### config.mk
export PLATFORM = sky130hd
export DESIGN_NAME = time_edit_ctrl
export DESIGN_NICKNAME = d
export VERILOG_FILES = /design/src/rtl/time_edit_ctrl.sv
export SDC_FILE = /design/constraint.sdc
export NUM_CORES = 1
export LEC_CHECK = 0
export BUFFER_PORTS_ARGS = -buffer_cell sky130_fd_sc_hd__buf_2
export CAP_MARGIN = 10
export CORE_MARGIN = 2
export CORE_UTILIZATION = 50
export DETAILED_ROUTE_END_ITERATION = 8
export PLACE_DENSITY = 0.8
export SLEW_MARGIN = 40
export SYNTH_ARGS = -nofsm -noshare
export SYNTH_HDL_FRONTEND = slang
export SYNTH_SLANG_ARGS = --single-unit
### constraint.sdc
create_clock -name clk -period 4.14 [get_ports clk]
set_input_delay 0.828 -clock clk [delete_from_list [all_inputs] [get_ports clk]]
set_output_delay 0.828 -clock clk [all_outputs]
set_load 0.03 [all_outputs]
### src/rtl/time_edit_ctrl.sv
// Time-setting controller: IDLE shows live RTC time, LOAD/EDIT adjust a BCD copy, COMMIT writes it back.
// Optional macro TIME_EDIT_TIMEOUT_EN enables an idle-abort counter in EDIT (TIMEOUT_CYCLES).
module time_edit_ctrl #(
  parameter int unsigned TIMEOUT_CYCLES = 100000000
) (
  input  logic       clk,
  input  logic       reset,
  input  logic       prog_req,
  input  logic       btn_up,
  input  logic       btn_down,
  input  logic       btn_left,
  input  logic       btn_right,
  input  logic [7:0] rtc_hour,
  input  logic [7:0] rtc_min,
  input  logic [7:0] rtc_sec,
  output logic [7:0] hour_out1,
  output logic [7:0] hour_out2,
  output logic [7:0] hour_out3,
  output logic       programar_on,
  output logic [3:0] direccion_actual_pantalla,
  output logic       wr_req,
  output logic [1:0] wr_addr,
  output logic [7:0] wr_data,
  input  logic       wr_ack
);

  localparam logic [1:0] IDLE   = 2'd0;
  localparam logic [1:0] LOAD   = 2'd1;
  localparam logic [1:0] EDIT   = 2'd2;
  localparam logic [1:0] COMMIT = 2'd3;

  localparam logic [7:0] HOUR_MAX = 8'h23;
  localparam logic [7:0] MS_MAX   = 8'h59;

  logic [1:0] state;
  logic [7:0] live_hour, live_min, live_sec;
  logic [7:0] edit_hour, edit_min, edit_sec;
  logic [1:0] field;
  logic [1:0] index;
  logic       gap;

  logic       step_up, step_down, move_left, move_right;
  logic [7:0] sel_val, sel_max, sel_next;
  logic [1:0] field_next;

  function automatic logic [7:0] bcd_inc(input logic [7:0] v, input logic [7:0] max);
    if (v == max) return 8'h00;
    if (v[3:0] == 4'd9) return {v[7:4] + 4'd1, 4'd0};
    return v + 8'd1;
  endfunction

  function automatic logic [7:0] bcd_dec(input logic [7:0] v, input logic [7:0] max);
    if (v == 8'h00) return max;
    if (v[3:0] == 4'd0) return {v[7:4] - 4'd1, 4'd9};
    return v - 8'd1;
  endfunction

  // Anything that is not a legal BCD value within range loads as zero.
  function automatic logic [7:0] bcd_fix(input logic [7:0] v, input logic [7:0] max);
    if (v[7:4] > 4'd9 || v[3:0] > 4'd9 || v > max) return 8'h00;
    return v;
  endfunction

  assign step_up    = btn_up & ~btn_down;
  assign step_down  = btn_down & ~btn_up;
  assign move_right = btn_right & ~btn_left;
  assign move_left  = btn_left & ~btn_right;

  always_comb begin
    sel_val = edit_sec;
    sel_max = MS_MAX;
    case (field)
      2'd0: begin
        sel_val = edit_hour;
        sel_max = HOUR_MAX;
      end
      2'd1: sel_val = edit_min;
      default: sel_val = edit_sec;
    endcase
    sel_next = sel_val;
    if (step_up) sel_next = bcd_inc(sel_val, sel_max);
    else if (step_down) sel_next = bcd_dec(sel_val, sel_max);

    field_next = field;
    if (move_right) field_next = (field == 2'd2) ? 2'd0 : field + 2'd1;
    else if (move_left) field_next = (field == 2'd0) ? 2'd2 : field - 2'd1;
  end

`ifdef TIME_EDIT_TIMEOUT_EN
  localparam int CNT_W = $clog2(TIMEOUT_CYCLES + 1);
  logic [CNT_W-1:0] idle_cnt;
  logic             any_btn;
  logic             timed_out;

  assign any_btn   = btn_up | btn_down | btn_left | btn_right;
  assign timed_out = !any_btn && (idle_cnt == CNT_W'(TIMEOUT_CYCLES - 1));

  // The counter only runs in EDIT and never passes TIMEOUT_CYCLES-1, so it cannot wrap.
  always_ff @(posedge clk or negedge reset) begin
    if (!reset) begin
      idle_cnt <= '0;
    end else if (state == LOAD) begin
      idle_cnt <= '0;
    end else if (state == EDIT) begin
      if (any_btn || timed_out) idle_cnt <= '0;
      else idle_cnt <= idle_cnt + 1'b1;
    end
  end
`else
  logic timed_out;
  assign timed_out = 1'b0;
`endif

  always_ff @(posedge clk or negedge reset) begin
    if (!reset) begin
      state     <= IDLE;
      live_hour <= 8'h00;
      live_min  <= 8'h00;
      live_sec  <= 8'h00;
      edit_hour <= 8'h00;
      edit_min  <= 8'h00;
      edit_sec  <= 8'h00;
      field     <= 2'd0;
      index     <= 2'd0;
      gap       <= 1'b0;
    end else begin
      live_hour <= rtc_hour;
      live_min  <= rtc_min;
      live_sec  <= rtc_sec;
      case (state)
        IDLE: begin
          if (prog_req) state <= LOAD;
        end
        LOAD: begin
          edit_hour <= bcd_fix(rtc_hour, HOUR_MAX);
          edit_min  <= bcd_fix(rtc_min, MS_MAX);
          edit_sec  <= bcd_fix(rtc_sec, MS_MAX);
          field     <= 2'd0;
          state     <= EDIT;
        end
        EDIT: begin
          if (prog_req) begin
            state <= COMMIT;
            index <= 2'd0;
            gap   <= 1'b0;
          end else if (timed_out) begin
            state <= IDLE;
            field <= 2'd0;
          end else begin
            case (field)
              2'd0: edit_hour <= sel_next;
              2'd1: edit_min  <= sel_next;
              default: edit_sec <= sel_next;
            endcase
            field <= field_next;
          end
        end
        default: begin
          // One dead cycle after every acknowledge before the next byte goes out.
          if (gap) begin
            gap <= 1'b0;
            if (index == 2'd2) begin
              state <= IDLE;
              index <= 2'd0;
              field <= 2'd0;
            end else begin
              index <= index + 2'd1;
            end
          end else if (wr_ack) begin
            gap <= 1'b1;
          end
        end
      endcase
    end
  end

  always_comb begin
    hour_out1                 = live_hour;
    hour_out2                 = live_min;
    hour_out3                 = live_sec;
    programar_on              = 1'b0;
    direccion_actual_pantalla = 4'd0;
    wr_req                    = 1'b0;
    wr_addr                   = 2'd0;
    wr_data                   = 8'h00;
    if (state != IDLE) begin
      hour_out1                 = edit_hour;
      hour_out2                 = edit_min;
      hour_out3                 = edit_sec;
      programar_on              = 1'b1;
      direccion_actual_pantalla = {2'b00, field};
    end
    if (state == COMMIT) begin
      wr_req  = !gap;
      wr_addr = index;
      case (index)
        2'd0: wr_data = edit_hour;
        2'd1: wr_data = edit_min;
        default: wr_data = edit_sec;
      endcase
    end
  end

endmodule
==> results.toml, run 1 <==
[layout]
antennaDiodeCount = 0
syn2layout_area_growth_pct = 12.9
fin_cells = 575
final_common_cell = "buf_2"
finalNetCount = 521
drive_above_1_share_pct = 26.3
mostFrequentLayoutCells = "buf_2 (68), dfrtp_1 (55), nand2_1 (52)"

[grt]
grt_start_max_net_pins = 40
antenna_found_initial = 0
grt_pass1_wl_um = 17700
grt_usage_pct = 26.7
grt-ovfl-total = 0
first_global_vias = 3410

[die]
start_util_pct = 51.9
ios = 72
die_w_um = 91.0
die_h_um = 91.0
die_area_um2 = 8280
coreArea_um2 = 7290
rows = 31

[worst_setup_path]
critPathRequiredTime_ps = 4320
r2r_end = "edit_min[6]"
crit_type = "reg -> reg"
crit_path_max_fanout = 24
cp-end-kind = "flop"
reg2regPathDepth = 13
setup.reg_to_reg.worst_slack_ps = 700
start_kind = "flop"
r2r-start = "field[1]"
crit_arrival_ps = 3630

[synth]
avgSynthCellArea_um2 = 9.07
yosysWarnings = 0
yosys_most_used_dff = "dfrtp_1"
synth_top_area_share_pct = 36.4
synth-seq-cells = 55
yosys.area_share.adder_pct = 4.63
synth-simple-area-share_pct = 16.9
yosysTopAreaCell = "dfrtp_1"
synth.distinct_cells = 64
synth-edff-count = 0
synth_top_family_by_area = "compound AO/OA/AOI/OAI gates"
synth_xor_area_share_pct = 0.926
netlist_area_um2 = 3780
synth_mux_area_share_pct = 10.7
synth_area_leaders = "dfrtp_1 (36%), mux2_2 (8.0%), nand2_1 (5.2%), ha_1 (4.6%), o21ai_0 (3.6%)"
synth_seq_area_share_pct = 36.4
synth-compound-area-share_pct = 24.8
syn-instance-count = 417
synth_async_sr_flop_share_pct = 100

[timing]
clock_skew_ps = 5.36
finalSetupTns_ps = 0
fin_ws_ps = 697
fmax_mhz = 290
rsz0062_at_grt = "false"
worstMarginPinSlew_ps = 703
max_slew_margin_pct = 53.0
finalSetupViolCount = 0
fin_crit_sh_pct = 83.2
drv_slew = 0
fin_crit_ps = 3440
final-hold-violation-count = 0

[clock_network]
cts_setup_buffers = 0
path_clk_slew_ps = 100
cts_resized = 0
cts_sinks = 55
ctsHoldBuffers = 0
cts_tree = "yes"
htree_levels = 2
clock_latency_ps = 310
cts_buffer_depth = 2
cts-root-buf = "clkbuf_8"
cts_made_buffers = 5

[route]
viasPerCell = 6.12
routedWlPerCell_um = 18.8
route.vias.total = 3519
drtIter0Drc = 268
drt-pass1-iter-count = 5
antenna_left = 0
drc_errors = 0
wl_um = 10800

[power]
ir_drop_v = 0.000524
leakage_nw = 1.86
p_per_area_nw_per_um2 = 968

[hold_path]
min_path_type = "in -> async"

[placement]
portBuffers = 69
hpwl_um = 8110
dp.cells = 567
gp_congestion = 1.02
pre_cts_ws_ps = 815

[outcome]
outcome = "completed"

[job]
cap_viol_max_count = 0
==> how the worst max path moves through the flow <==
stage / startpoint / end / cells past startpoint
2_1_floorplan: field[0] / edit_min[3] / 13
3_3_place_gp: field[1] / edit_sec[3] / 13
3_5_place_dp: field[1] / edit_min[3] / 13
4_1_cts: field[1] / edit_min[6] / 13
5_1_grt: field[0] / edit_min[3] / 13
6_report: field[1] / edit_min[6] / 13
==> where the power goes <==
part	total (mW)	switching, mW	internal (mW)
logic	2.89	1.85	1.04
clock network	0.302	0.180	0.122
registers	0.945	0.255	0.690
==> final cells by class <==
cell class                      count  area [µm²]
Timing Repair Buffer               77         408
Tap cell                           99         124
Sequential cell                    55        1380
Clock inverter                      2        16.3
Fill cell                         681        3020
Inverter                           17        63.8
Multi-Input combinational cell    319        2210
Clock buffer                        6        72.6
==> flip-flops by register name (all words and copies together), names as in the netlist <==
| signal | count |
|---|---|
| live_hour | 8 |
| index | 2 |
| edit_sec | 8 |
| gap | 1 |
| state | 2 |
| field | 2 |
| live_sec | 8 |
| edit_hour | 8 |
| edit_min | 8 |
| live_min | 8 |
==> synthesized netlist by cell type, types with 2 or more instances <==
library cell	n
dfrtp_1	55
nand2_1	52
nor2_1	28
mux2_2	27
o21ai_0	27
a31oi_1	21
inv_1	17
clkbuf_1	16
a21oi_1	15
ha_1	14
and2_1	13
mux2i_1	10
o2bb2ai_1	10
nand3_1	7
a22o_1	6
nor3_1	6
a32o_1	4
buf_4	4
buf_6	4
nand2b_1	4
nor3b_1	4
o22ai_1	4
o31ai_1	4
a2111oi_0	3
a211oi_1	3
a21oi_2	3
a22oi_1	3
buf_1	3
nor2b_1	3
nor4_1	3
o211ai_1	3
o21a_1	3
xnor2_1	3
and3_1	2
nand4_1	2
o21bai_1	2
o22a_1	2
==> through the flow <==
step / utilization, % / hold slack [ps] / total power, mW / cell area, µm²
floorplan: - / 475 / 3.07 / 3790
global placement: 57.2 / 498 / 3.70 / 4170
detailed placement: 57.2 / 530 / 3.76 / 4170
CTS: 58.4 / 492 / 4.07 / 4260
global route: 58.6 / 520 / 4.42 / 4270
finish: 58.6 / 465 / 4.14 / 4270
==> critical path, cell delays in order (launching register included) <==
cell and delay, ps:
dfrtp_1 390, inv_1 90, ha_1 200, buf_4 210, a22oi_1 250, and2_1 380
ha_1 360, nor4bb_1 250, nand3_1 120, or3_1 340, nand2_1 100, o32ai_1 100
a211oi_2 360, o21ai_0 150
==> routing by layer <==
layer	vias up	global-route usage, %	wire [µm]
li1	1643	-	-
met1	1671	35.9	4590
met2	186	44.1	5190
met3	19	4.32	783
met4	0	8.84	268
met5	-	0	0
==> logic make-up (layout without fill, tap and decap cells) <==
logic type	count (synthesis)	after routing
AND/OR/NAND/NOR	132	132
XOR/XNOR	4	4
flip-flops	55	55
other	1	2
buffers and inverters	44	102
AO/OA/AOI/OAI	130	130
multiplexers	37	37
adder cells (fa/ha/maj)	14	14
Power figures use the tool's default switching activity.
==> inputs of run 2 (changes only) <==
--- a/config.mk
+++ b/config.mk
@@ -5,6 +5,7 @@
 export SDC_FILE = /design/constraint.sdc
 export NUM_CORES = 1
 export LEC_CHECK = 0
+export ABC_AREA = 1
 export BUFFER_PORTS_ARGS = -buffer_cell sky130_fd_sc_hd__buf_2
 export CAP_MARGIN = 10
 export CORE_MARGIN = 2
==> constraint.sdc (replaced) <==
create_clock -name clk -period 3.35 [get_ports clk]
set_input_delay 0.67 -clock clk [delete_from_list [all_inputs] [get_ports clk]]
set_output_delay 0.67 -clock clk [all_outputs]
set_load 0.03 [all_outputs]
==> results.toml, run 2 <==
[outcome]
outcome = "completed"

[synth]
synth-edff-count = 0
avgSynthCellArea_um2 = 6.87
synth_area_leaders = "dfrtp_1 (35%), nand2_1 (16%), inv_1 (8.6%), o21ai_0 (8.1%), nor2_1 (4.9%)"
synth-seq-cells = 55
synth_seq_area_share_pct = 35.2
synth_top_area_share_pct = 35.2
yosysMostFrequentCell = "nand2_1"
yosysWarnings = 0
netlist_area_um2 = 3900
synth_common_cells = "nand2_1 (170), inv_1 (89), o21ai_0 (63), dfrtp_1 (55), nor2_1 (51)"
syn-instance-count = 568
yosys_most_used_dff = "dfrtp_1"
synth_async_sr_flop_share_pct = 100
synth.distinct_cells = 34
yosysTopAreaCell = "dfrtp_1"

[grt]
grt-ovfl-total = 0
first_global_vias = 3815
grt_pass1_wl_um = 18400
grt_usage_pct = 27.0
grt_start_max_net_pins = 37
antenna_found_initial = 0

[timing]
worstMarginPinSlew_ps = 561
fin_crit_sh_pct = 87.8
drv_slew = 0
clock_skew_ps = 17.2
fin_crit_ps = 2940
finalSetupTns_ps = 0
final-hold-violation-count = 0
finalSetupViolCount = 0
rsz0062_at_grt = "false"
fmax_mhz = 340
max_slew_margin_pct = 62.3

[placement]
hpwl_um = 8720
placed_cell_area_um2 = 4330
gp_congestion = 1.01
portBuffers = 69

[hold_path]
min_path_type = "in -> async"

[die]
rows = 32
die_h_um = 92.4
ios = 72
die_w_um = 92.4
start_util_pct = 51.1
die_area_um2 = 8530
coreArea_um2 = 7650

[layout]
antennaDiodeCount = 0
finalNetCount = 682
mostFrequentLayoutCells = "nand2_1 (170), inv_1 (89), buf_2 (68)"
final_common_cell = "nand2_1"
final_cell_area_um2 = 4410
syn2layout_area_growth_pct = 13.0
drive_above_1_share_pct = 21.3

[route]
routedWlPerCell_um = 15.1
antenna_left = 0
viasPerCell = 5.35
drc_errors = 0
route.vias.total = 3944
wl_um = 11100
drtIter0Drc = 271
drt-pass1-iter-count = 5

[clock_network]
ctsHoldBuffers = 0
path_clk_slew_ps = 100
clock_latency_ps = 320
cts_sinks = 55
cts_setup_buffers = 0
cts-root-buf = "clkbuf_8"
cts_buffer_depth = 2
cts_made_buffers = 5
cts_tree = "yes"
cts_resized = 0
htree_levels = 2

[worst_setup_path]
crit_type = "reg -> reg"
critPathRequiredTime_ps = 3570
cp-end-kind = "flop"
crit_path_max_fanout = 12
crit_family = "simple AND/OR/NAND/NOR gates"
cpMostUsedCell = "nand2_1"
crit_path_max_incr_delay_ps = 460
worstPathCellList = "inv_1, ha_1, nor2_4, nand2_4, nand2_2, inv_1, ha_1, nand3_4, inv_1, nand3_1, nand2_1, o21ai_0, nand2_1, nand2_2, nand2_1, nand2_1, nand2_1"
crit_arrival_ps = 3160
path_buf_inv = 3
slowest_stage = "nor2_4"
start_kind = "flop"

[job]
cap_viol_max_count = 0
run 2: cell count changes after synthesis, moves of 15 or more:
cell,before,now
mux2_2,27,0
nand2_2,0,15
nor2_1,28,51
inv_1,17,89
o21ai_0,27,63
nand2_1,52,170
a31oi_1,21,0
run 2: area by class of cell:
class                           instances  area [µm²]
Clock buffer                            6        72.6
Fill cell                             708        3230
Inverter                               93         352
Multi-Input combinational cell        404        2080
Sequential cell                        55        1380
Tap cell                              102         128
Timing Repair Buffer                   77         408
run 2: final timing paths:
path | startpoint | endpoint | slack (ps) | cells after the start
max | field[0] | edit_hour[1] | 410 | 17
min | reset | edit_hour[1] | 290 | 1
max reg2reg | field[0] | edit_hour[1] | 410 | 17
min reg2reg | edit_min[7] | edit_min[7] | 550 | 2
max in group asynchronous | reset | live_min[7] | 2510 | 2
min in group clk | rtc_hour[0] | live_hour[0] | 480 | 1
run 2: routing by layer:
metal | global-route usage, % | share of wire, % | vias up
li1 | - | - | 1902
met1 | 35.7 | 43 | 1861
met2 | 45.6 | 49 | 150
met3 | 3.34 | 5.5 | 31
met4 | 10.1 | 2.8 | 0
met5 | 0 | 0 | -
run 2: per-stage QoR:
stage                     util (%)  hold WS (ps)  std cells  setup slack (ps)
after floorplan                  -           374        569              1020
after global placement        56.6           499        731               620
after detailed placement      56.6           508        731               506
after CTS                     57.6           478        737               486
after global routing          57.7           341        737               173
final                         57.7           294        737               410
run 2: kinds of logic (layout without fill, tap and decap cells):
kind of cell	after synthesis	after routing	share of synthesized area [%]
AOI/OAI and AO/OA	107	107	16.7
other	1	2	0.0960
DFF	55	55	35.2
adders and majority gates	14	14	4.49
and+or+nand+nor	279	279	31.2
xor gates and xnor gates	2	2	0.449
buffers and inverters	110	176	11.8
Power of run 2 is left out: the tool's default activity adds up to more than one toggle a clock period on the data nets, which glitch-free logic cannot reach.
